==> src/rtl/uart_tx_arbiter_if.sv <==
// Bundle of the requester-side handshake and the UART transmitter pins.
// The slave modport is the arbiter's view. The master modport is the view of
// whatever sits on the other side: the byte producers and the transmitter.
interface uart_tx_arbiter_if #(
  parameter int NREQ = 4
);
  logic [NREQ-1:0]   req;
  logic [8*NREQ-1:0] req_data;
  logic [NREQ-1:0]   ack;
  logic [NREQ-1:0]   done;
  logic              tx_en;
  logic              tx_wr;
  logic [7:0]        tx_data;
  logic              tx_busy;

  modport slave (
    input  req, req_data, tx_busy,
    output ack, done, tx_en, tx_wr, tx_data
  );

  modport master (
    output req, req_data, tx_busy,
    input  ack, done, tx_en, tx_wr, tx_data
  );
endinterface

==> src/rtl/uart_tx_arbiter.sv <==
// Round-robin arbiter that shares one UART transmitter among NREQ producers.
// It grants one requester, latches that requester's byte and strobes tx_wr.
// It then follows tx_busy through the frame and reports done, or reports
// err_timeout if the transmitter never starts. Every output is registered.
module uart_tx_arbiter #(
  parameter int NREQ          = 4,
  parameter int PTR_W         = 2,
  parameter int START_TIMEOUT = 16
) (
  input  logic             clk,
  input  logic             rst,
  input  logic             enable,
  uart_tx_arbiter_if.slave bus,
  output logic [PTR_W-1:0] cur_owner,
  output logic             active,
  output logic             err_timeout
);

  localparam int                CNT_W    = $clog2(START_TIMEOUT) + 1;
  localparam int unsigned       NREQ_U   = NREQ;
  localparam logic [PTR_W-1:0]  LAST_RST = PTR_W'(NREQ - 1);
  localparam logic [CNT_W-1:0]  CNT_LAST = CNT_W'(START_TIMEOUT - 1);

  typedef enum logic [2:0] {
    IDLE,
    GRANT,
    WRITE,
    WAIT_START,
    WAIT_DONE
  } state_t;

  state_t           state_q, state_d;
  logic [PTR_W-1:0] last_grant_q, last_grant_d;
  logic [CNT_W-1:0] cnt_q, cnt_d;
  logic [NREQ-1:0]  ack_q, ack_d;
  logic [NREQ-1:0]  done_q, done_d;
  logic [PTR_W-1:0] owner_q, owner_d;
  logic             active_q, active_d;
  logic             err_q, err_d;
  logic             wr_q, wr_d;
  logic             en_q;
  logic [7:0]       data_q, data_d;

  logic             win_found;
  logic [PTR_W-1:0] win_idx;
  logic [PTR_W-1:0] scan_ptr;

  // Round-robin pick. Scan from last_grant+1 and wrap modulo NREQ, so the
  // most recently served requester is tried last.
  always_comb begin
    win_found = 1'b0;
    win_idx   = '0;
    scan_ptr  = '0;
    for (int unsigned i = 1; i <= NREQ_U; i++) begin
      scan_ptr = PTR_W'((32'(last_grant_q) + i) % NREQ_U);
      if (!win_found && bus.req[scan_ptr]) begin
        win_found = 1'b1;
        win_idx   = scan_ptr;
      end
    end
  end

  // Next-state and next-output logic. The outputs are registered, so each
  // pulse is decided on the transition into the cycle in which it is seen.
  always_comb begin
    state_d      = state_q;
    last_grant_d = last_grant_q;
    cnt_d        = cnt_q;
    ack_d        = '0;
    done_d       = '0;
    owner_d      = owner_q;
    active_d     = active_q;
    err_d        = 1'b0;
    wr_d         = 1'b0;
    data_d       = data_q;
    unique case (state_q)
      IDLE: begin
        if (enable && win_found) begin
          state_d          = GRANT;
          ack_d[win_idx]   = 1'b1;
          owner_d          = win_idx;
          data_d           = bus.req_data[{win_idx, 3'b000} +: 8];
          active_d         = 1'b1;
        end
      end
      GRANT: begin
        state_d = WRITE;
        wr_d    = 1'b1;
        cnt_d   = '0;
      end
      WRITE: begin
        state_d = WAIT_START;
      end
      WAIT_START: begin
        if (bus.tx_busy) begin
          state_d = WAIT_DONE;
        end else if (cnt_q + 1'b1 == CNT_LAST) begin
          err_d        = 1'b1;
          last_grant_d = owner_q;
          active_d     = 1'b0;
          state_d      = IDLE;
        end else begin
          cnt_d = cnt_q + 1'b1;
        end
      end
      WAIT_DONE: begin
        if (!bus.tx_busy) begin
          done_d[owner_q] = 1'b1;
          last_grant_d    = owner_q;
          active_d        = 1'b0;
          state_d         = IDLE;
        end
      end
      default: begin
        state_d = IDLE;
      end
    endcase
  end

  // State and output registers. Reset is asynchronous, so an in-flight
  // frame is abandoned at once.
  always_ff @(posedge clk or negedge rst) begin
    if (!rst) begin
      state_q      <= IDLE;
      last_grant_q <= LAST_RST;
      cnt_q        <= '0;
      ack_q        <= '0;
      done_q       <= '0;
      owner_q      <= '0;
      active_q     <= 1'b0;
      err_q        <= 1'b0;
      wr_q         <= 1'b0;
      en_q         <= 1'b0;
      data_q       <= '0;
    end else begin
      state_q      <= state_d;
      last_grant_q <= last_grant_d;
      cnt_q        <= cnt_d;
      ack_q        <= ack_d;
      done_q       <= done_d;
      owner_q      <= owner_d;
      active_q     <= active_d;
      err_q        <= err_d;
      wr_q         <= wr_d;
      en_q         <= enable;
      data_q       <= data_d;
    end
  end

  assign bus.ack     = ack_q;
  assign bus.done    = done_q;
  assign bus.tx_en   = en_q;
  assign bus.tx_wr   = wr_q;
  assign bus.tx_data = data_q;
  assign cur_owner   = owner_q;
  assign active      = active_q;
  assign err_timeout = err_q;

endmodule

==> src/flat_wrapper.sv <==
// flat-port wrapper written by rule: the top's interface ports become plain ports
module uart_tx_arbiter_flat 
#(
  parameter int NREQ          = 4,
  parameter int PTR_W         = 2,
  parameter int START_TIMEOUT = 16
)
  (clk, rst, enable, cur_owner, active, err_timeout, bus_req, bus_req_data, bus_tx_busy, bus_ack, bus_done, bus_tx_en, bus_tx_wr, bus_tx_data);
  uart_tx_arbiter_if #(.NREQ(NREQ)) bus_i ();
  input  logic clk;
  input  logic rst;
  input  logic enable;
  output logic [PTR_W-1:0] cur_owner;
  output logic active;
  output logic err_timeout;
  input wire logic [$bits(bus_i.req)-1:0] bus_req;
  input wire logic [$bits(bus_i.req_data)-1:0] bus_req_data;
  input wire logic [$bits(bus_i.tx_busy)-1:0] bus_tx_busy;
  output wire logic [$bits(bus_i.ack)-1:0] bus_ack;
  output wire logic [$bits(bus_i.done)-1:0] bus_done;
  output wire logic [$bits(bus_i.tx_en)-1:0] bus_tx_en;
  output wire logic [$bits(bus_i.tx_wr)-1:0] bus_tx_wr;
  output wire logic [$bits(bus_i.tx_data)-1:0] bus_tx_data;
  assign bus_i.req = bus_req;
  assign bus_i.req_data = bus_req_data;
  assign bus_i.tx_busy = bus_tx_busy;
  assign bus_ack = bus_i.ack;
  assign bus_done = bus_i.done;
  assign bus_tx_en = bus_i.tx_en;
  assign bus_tx_wr = bus_i.tx_wr;
  assign bus_tx_data = bus_i.tx_data;
  uart_tx_arbiter #(.NREQ(NREQ), .PTR_W(PTR_W), .START_TIMEOUT(START_TIMEOUT)) u_core (.clk(clk), .rst(rst), .enable(enable), .bus(bus_i), .cur_owner(cur_owner), .active(active), .err_timeout(err_timeout));
endmodule
==> config.mk <==
export PLATFORM = sky130hd
export DESIGN_NAME = uart_tx_arbiter_flat
export DESIGN_NICKNAME = d
export VERILOG_FILES = /design/src/rtl/uart_tx_arbiter_if.sv /design/src/rtl/uart_tx_arbiter.sv /design/src/flat_wrapper.sv
export SDC_FILE = /design/constraint.sdc
export NUM_CORES = 1
export LEC_CHECK = 0
export BUFFER_PORTS_ARGS = -buffer_cell sky130_fd_sc_hd__buf_2
export CELL_PAD_IN_SITES_DETAIL_PLACEMENT = 1
export CELL_PAD_IN_SITES_GLOBAL_PLACEMENT = 1
export CORE_AREA = 2 2 70 72
export CTS_CLUSTER_SIZE = 40
export DETAILED_ROUTE_END_ITERATION = 10
export DIE_AREA = 0 0 72 74
export PLACE_DENSITY_LB_ADDON = 0.1
export SKIP_CTS_REPAIR_TIMING = 1
export SLEW_MARGIN = 20
export SYNTH_ARGS = -nofsm -noshare
export SYNTH_HDL_FRONTEND = slang
export SYNTH_SLANG_ARGS = --single-unit
==> constraint.sdc <==
create_clock -name clk -period 3.6 [get_ports clk]
set_input_delay 0.54 -clock clk [delete_from_list [all_inputs] [get_ports clk]]
set_output_delay 0.54 -clock clk [all_outputs]
set_load 0.01 [all_outputs]
==> flow_summary.html <==
<table>
<tr><th>Metric</th><th>Value</th></tr>
<tr><th colspan="2">Floorplanning</th></tr>
<tr><td>Vertical die dimension</td><td>between 70 and 80 um</td></tr>
<tr><td>Area of the die</td><td>5330 um^2</td></tr>
<tr><td>Core box area</td><td>between 4000 and 5000 um^2</td></tr>
<tr><td>Starting density of the core</td><td>38.2%</td></tr>
<tr><td>Horizontal die dimension</td><td>72 um</td></tr>
<tr><td>Core Rows</td><td>25</td></tr>
<tr><td>I/O pin total</td><td>62</td></tr>
<tr><th colspan="2">STA</th></tr>
<tr><td>Hold slack final</td><td>309 ps</td></tr>
<tr><td>Minimum period implied by the final worst setup slack</td><td>2150 ps</td></tr>
<tr><td>Max frequency</td><td>466 MHz</td></tr>
<tr><td>Max Clock Skew</td><td>3.54 ps</td></tr>
<tr><td>Total setup violations reported at the end of the flow</td><td>0</td></tr>
<tr><td>Setup TNS Final</td><td>0 ps</td></tr>
<tr><td>Unrepaired setup endpoints after global routing</td><td>false</td></tr>
<tr><td>Ratio of final minimum period to clock period</td><td>between 50% and 60%</td></tr>
<tr><td>Slew margin rel.</td><td>52.1%</td></tr>
<tr><td>Final number of hold-violating endpoints</td><td>0</td></tr>
<tr><td>Worst-margin pin slew</td><td>~700 ps</td></tr>
<tr><td>Final-report max-slew violation count</td><td>0</td></tr>
<tr><th colspan="2">Setup path</th></tr>
<tr><td>Setup crit start</td><td>u_core.last_grant_q[0]</td></tr>
<tr><td>Launching element type of the critical path</td><td>register</td></tr>
<tr><td>Critical-path cell with the highest stage delay</td><td>sky130_fd_sc_hd__nor3_4</td></tr>
<tr><td>Worst setup EP type</td><td>register</td></tr>
<tr><td>Bufs and invs on worst path</td><td>0</td></tr>
<tr><td>Start of the worst register-to-register path</td><td>u_core.last_grant_q[0]</td></tr>
<tr><td>Signal arrival time at the worst endpoint</td><td>2300 ps</td></tr>
<tr><td>Worst stage delay on the critical path</td><td>~620 ps</td></tr>
<tr><td>Class of the most critical setup path</td><td>reg -&gt; reg</td></tr>
<tr><td>Worst R2R End</td><td>u_core.bus.tx_data[6]</td></tr>
<tr><td>Crit path to</td><td>u_core.bus.tx_data[6]</td></tr>
<tr><td>Critical path's top delay family</td><td>simple AND/OR/NAND/NOR gates</td></tr>
<tr><td>Crit path cell chain</td><td>nor2b_4 -&gt; o21a_1 -&gt; nor3_4 -&gt; mux2i_1 -&gt; o211ai_2</td></tr>
<tr><td>Highest net fanout along the worst path</td><td>12</td></tr>
<tr><td>Worst r2r path cells</td><td>5</td></tr>
<tr><td>Instance count on the critical path</td><td>5</td></tr>
<tr><td>Required time at the endpoint of the critical path</td><td>3760 ps</td></tr>
<tr><td>Setup slack of the worst register-to-register path</td><td>1450 ps</td></tr>
<tr><th colspan="2">Global route</th></tr>
<tr><td>Final global-route overflow total</td><td>0</td></tr>
<tr><td>Antenna violations before repair</td><td>0</td></tr>
<tr><td>Wire length of the first global-routing pass</td><td>7550 um</td></tr>
<tr><td>Pin count of the biggest net entering global routing</td><td>33</td></tr>
<tr><td>Global-route usage over all layers</td><td>18.7%</td></tr>
<tr><td>Via count of the first global-routing pass</td><td>1,561</td></tr>
<tr><th colspan="2">Synthesis</th></tr>
<tr><td>Nets in the synthesized netlist</td><td>between 200 and 250</td></tr>
<tr><td>Mean cell area of the mapped netlist</td><td>10.9 um^2</td></tr>
<tr><td>Post-synthesis instance area</td><td>1760 um^2</td></tr>
<tr><td>Synthesized netlist cell count</td><td>between 150 and 200</td></tr>
<tr><td>Synthesis-stage register bit count</td><td>32</td></tr>
<tr><td>Ys Warns</td><td>0</td></tr>
<tr><td>Seq/Total Area, Yosys</td><td>45.8%</td></tr>
<tr><td>Number of library cell types mapped by synthesis</td><td>44</td></tr>
<tr><th colspan="2">Pwr</th></tr>
<tr><td>Switching Share</td><td>38.3%</td></tr>
<tr><td>Switching power</td><td>between 0.5 and 0.6 mW</td></tr>
<tr><td>Peak supply drop</td><td>0.186 mV</td></tr>
<tr><td>Comb power frac</td><td>around 40%</td></tr>
<tr><td>PwrDens</td><td>673 nW/um^2</td></tr>
<tr><td>Clock power share</td><td>around 21%</td></tr>
<tr><td>Leakage power</td><td>between 1 and 1.5 nW</td></tr>
<tr><td>Sequential fraction of design power</td><td>between 30% and 40%</td></tr>
<tr><td>Total power consumption of the routed design</td><td>1.47 mW</td></tr>
<tr><td>P_int</td><td>0.905 mW</td></tr>
<tr><th colspan="2">Clock network</th></tr>
<tr><td>Worst-Skew Late Latency</td><td>280 ps</td></tr>
<tr><td>Clock buffer depth</td><td>2</td></tr>
<tr><td># H-tree levels</td><td>2</td></tr>
<tr><td>Total number of clock tree sinks</td><td>32</td></tr>
<tr><td>Cell at the root of the clock tree</td><td>sky130_fd_sc_hd__clkbuf_8</td></tr>
<tr><td>Clock tree from TritonCTS</td><td>done</td></tr>
<tr><td>Clock edge transition at the registers on the reported setup and hold paths</td><td>70 ps</td></tr>
<tr><td>Number of buffers created by CTS</td><td>5</td></tr>
<tr><th colspan="2">Cells and area</th></tr>
<tr><td>Layout cell share with drive strength beyond 1</td><td>39.3%</td></tr>
<tr><td>Layout area overhead</td><td>24.2%</td></tr>
<tr><td>Final-stage net count</td><td>265</td></tr>
<tr><td>Number of inserted diodes</td><td>0</td></tr>
<tr><td>Post-Layout Inst Area</td><td>2180 um^2</td></tr>
<tr><td>Commonest non-fill, non-tap cell in the layout</td><td>sky130_fd_sc_hd__buf_2</td></tr>
<tr><td>Most used cells in the layout excluding fill and tap cells</td><td>sky130_fd_sc_hd__buf_2 (61), sky130_fd_sc_hd__dfrtp_1 (30), sky130_fd_sc_hd__nand2_1 (15)</td></tr>
<tr><th colspan="2">Drt</th></tr>
<tr><td>Post-detailed-route wirelength per cell</td><td>16.6 um</td></tr>
<tr><td>Via density</td><td>5.29</td></tr>
<tr><td>Post-DRT Antenna Nets</td><td>0</td></tr>
<tr><td>Remaining DRCs</td><td>0</td></tr>
<tr><td>First DRT Iteration DRCs</td><td>58</td></tr>
<tr><td>DR vias</td><td>1,471</td></tr>
<tr><td>Total Wirelength</td><td>about 4600 um</td></tr>
<tr><td>Drt first pass iters</td><td>3</td></tr>
<tr><th colspan="2">Placed design</th></tr>
<tr><td>Last weighted congestion value of the routability-driven placer</td><td>0.745</td></tr>
<tr><td>Placement-stage cell area</td><td>2080 um^2</td></tr>
<tr><td>HPWL after detailed placement</td><td>3600 um</td></tr>
<tr><td>Total of buffers placed on input and output ports</td><td>61</td></tr>
<tr><th colspan="2">Outcome</th></tr>
<tr><td>Status</td><td>completed</td></tr>
<tr><th colspan="2">Min path</th></tr>
<tr><td>Path category of the worst min-delay check</td><td>in -&gt; async</td></tr>
<tr><th colspan="2">Run</th></tr>
<tr><td>Reported max-cap violation count</td><td>0</td></tr>
</table>
## per-layer routing
layer  wire length [um]  vias up  global-route usage (%)
met5                  0        -                       0
met4                 85        0                    7.55
met3                196        6                    4.74
met2               2340       42                    33.0
met1               2000      708                    21.9
li1                   -      715                       -
## flip-flops by register name, summed over array words and instances (netlist names)
signal,flops
u_core.bus.done,4
u_core.bus.tx_data,8
u_core.cnt_q,5
u_core.active,1
u_core.cur_owner,2
u_core.last_grant_q,2
u_core.state_q,3
u_core.bus.ack,4
u_core.bus.tx_wr,1
u_core.bus.tx_en,1
u_core.err_timeout,1
## cell families (layout without fill, tap and decap cells)
| kind of cell | after synthesis | in the layout | share of synthesized area [%] |
|---|---|---|---|
| AO/OA/AOI/OAI | 48 | 48 | 21.1 |
| adder cells (fa/ha/maj) | 2 | 2 | 1.43 |
| multiplexers | 11 | 11 | 6.49 |
| XOR/XNOR | 3 | 3 | 1.50 |
| AND/OR/NAND/NOR | 55 | 55 | 20.1 |
| buffers and inverters | 10 | 73 | 3.63 |
| flip-flops | 32 | 32 | 45.8 |
## stage by stage
step / util (%) / setup slack, ps / cells
6_report: 47.4 / 1450 / 278
3_5_place_dp: 45.2 / 1290 / 270
2_1_floorplan: - / 1830 / 161
4_1_cts: 47.4 / 1460 / 278
5_1_grt: 47.4 / 1380 / 278
3_3_place_gp: 45.2 / 1400 / 270
## synthesized netlist by cell type, drive strengths merged
library cell	n	area share [%]
o21ai	15	4.3
xnor2	2	1.0
or4	1	0.64
o2bb2ai	1	0.50
o22a	1	0.50
o31a	8	4.0
o211ai	8	5.4
ha	2	1.4
mux2i	8	4.6
inv	4	0.86
a21oi	7	2.9
buf	5	2.5
nand2	15	3.2
nor3	2	1.2
and3	1	0.36
nor2b	3	1.5
or2	1	0.36
mux2	3	1.9
dfrtp	30	43
xor2	1	0.50
a21boi	1	0.43
a211o	1	0.50
nand2b	5	1.8
clkbuf	1	0.28
nand3	4	1.1
nor4b	1	0.50
a21o	2	0.86
nor4	2	1.1
and2	3	1.1
dfstp	2	3.0
o21a	3	1.3
and4	8	4.0
nand3b	3	2.0
nor2	6	1.3
o41ai	1	0.50
## power by group through the flow
stage               registers, mW  clock network [mW]  logic [mW]
floorplan                   0.590                   0       0.402
global placement            0.575                   0       0.565
detailed placement          0.583                   0       0.593
CTS                         0.577               0.314       0.596
global route                0.596               0.327       0.655
finish                      0.577               0.304       0.586
## cell type report
type / count / area, um^2
Clock buffer: 8 / 100
Sequential cell: 32 / 803
Timing Repair Buffer: 61 / 305
Multi-Input combinational cell: 119 / 888
Fill cell: 542 / 2420
Inverter: 4 / 15.0
Tap cell: 54 / 67.6
## worst min path at each step
stage | slack (ps) | from | cells past startpoint | to
3_5_place_dp | 490 | u_core.bus.tx_data[2] | 2 | u_core.bus.tx_data[2]
6_report | 310 | rst | 1 | u_core.state_q[0]
2_1_floorplan | 240 | rst | 0 | u_core.active
5_1_grt | 360 | rst | 1 | u_core.cnt_q[1]
4_1_cts | 330 | rst | 1 | u_core.cnt_q[1]
3_3_place_gp | 480 | u_core.bus.tx_data[4] | 2 | u_core.bus.tx_data[4]
No activity file was read; power rests on OpenSTA's default activity.
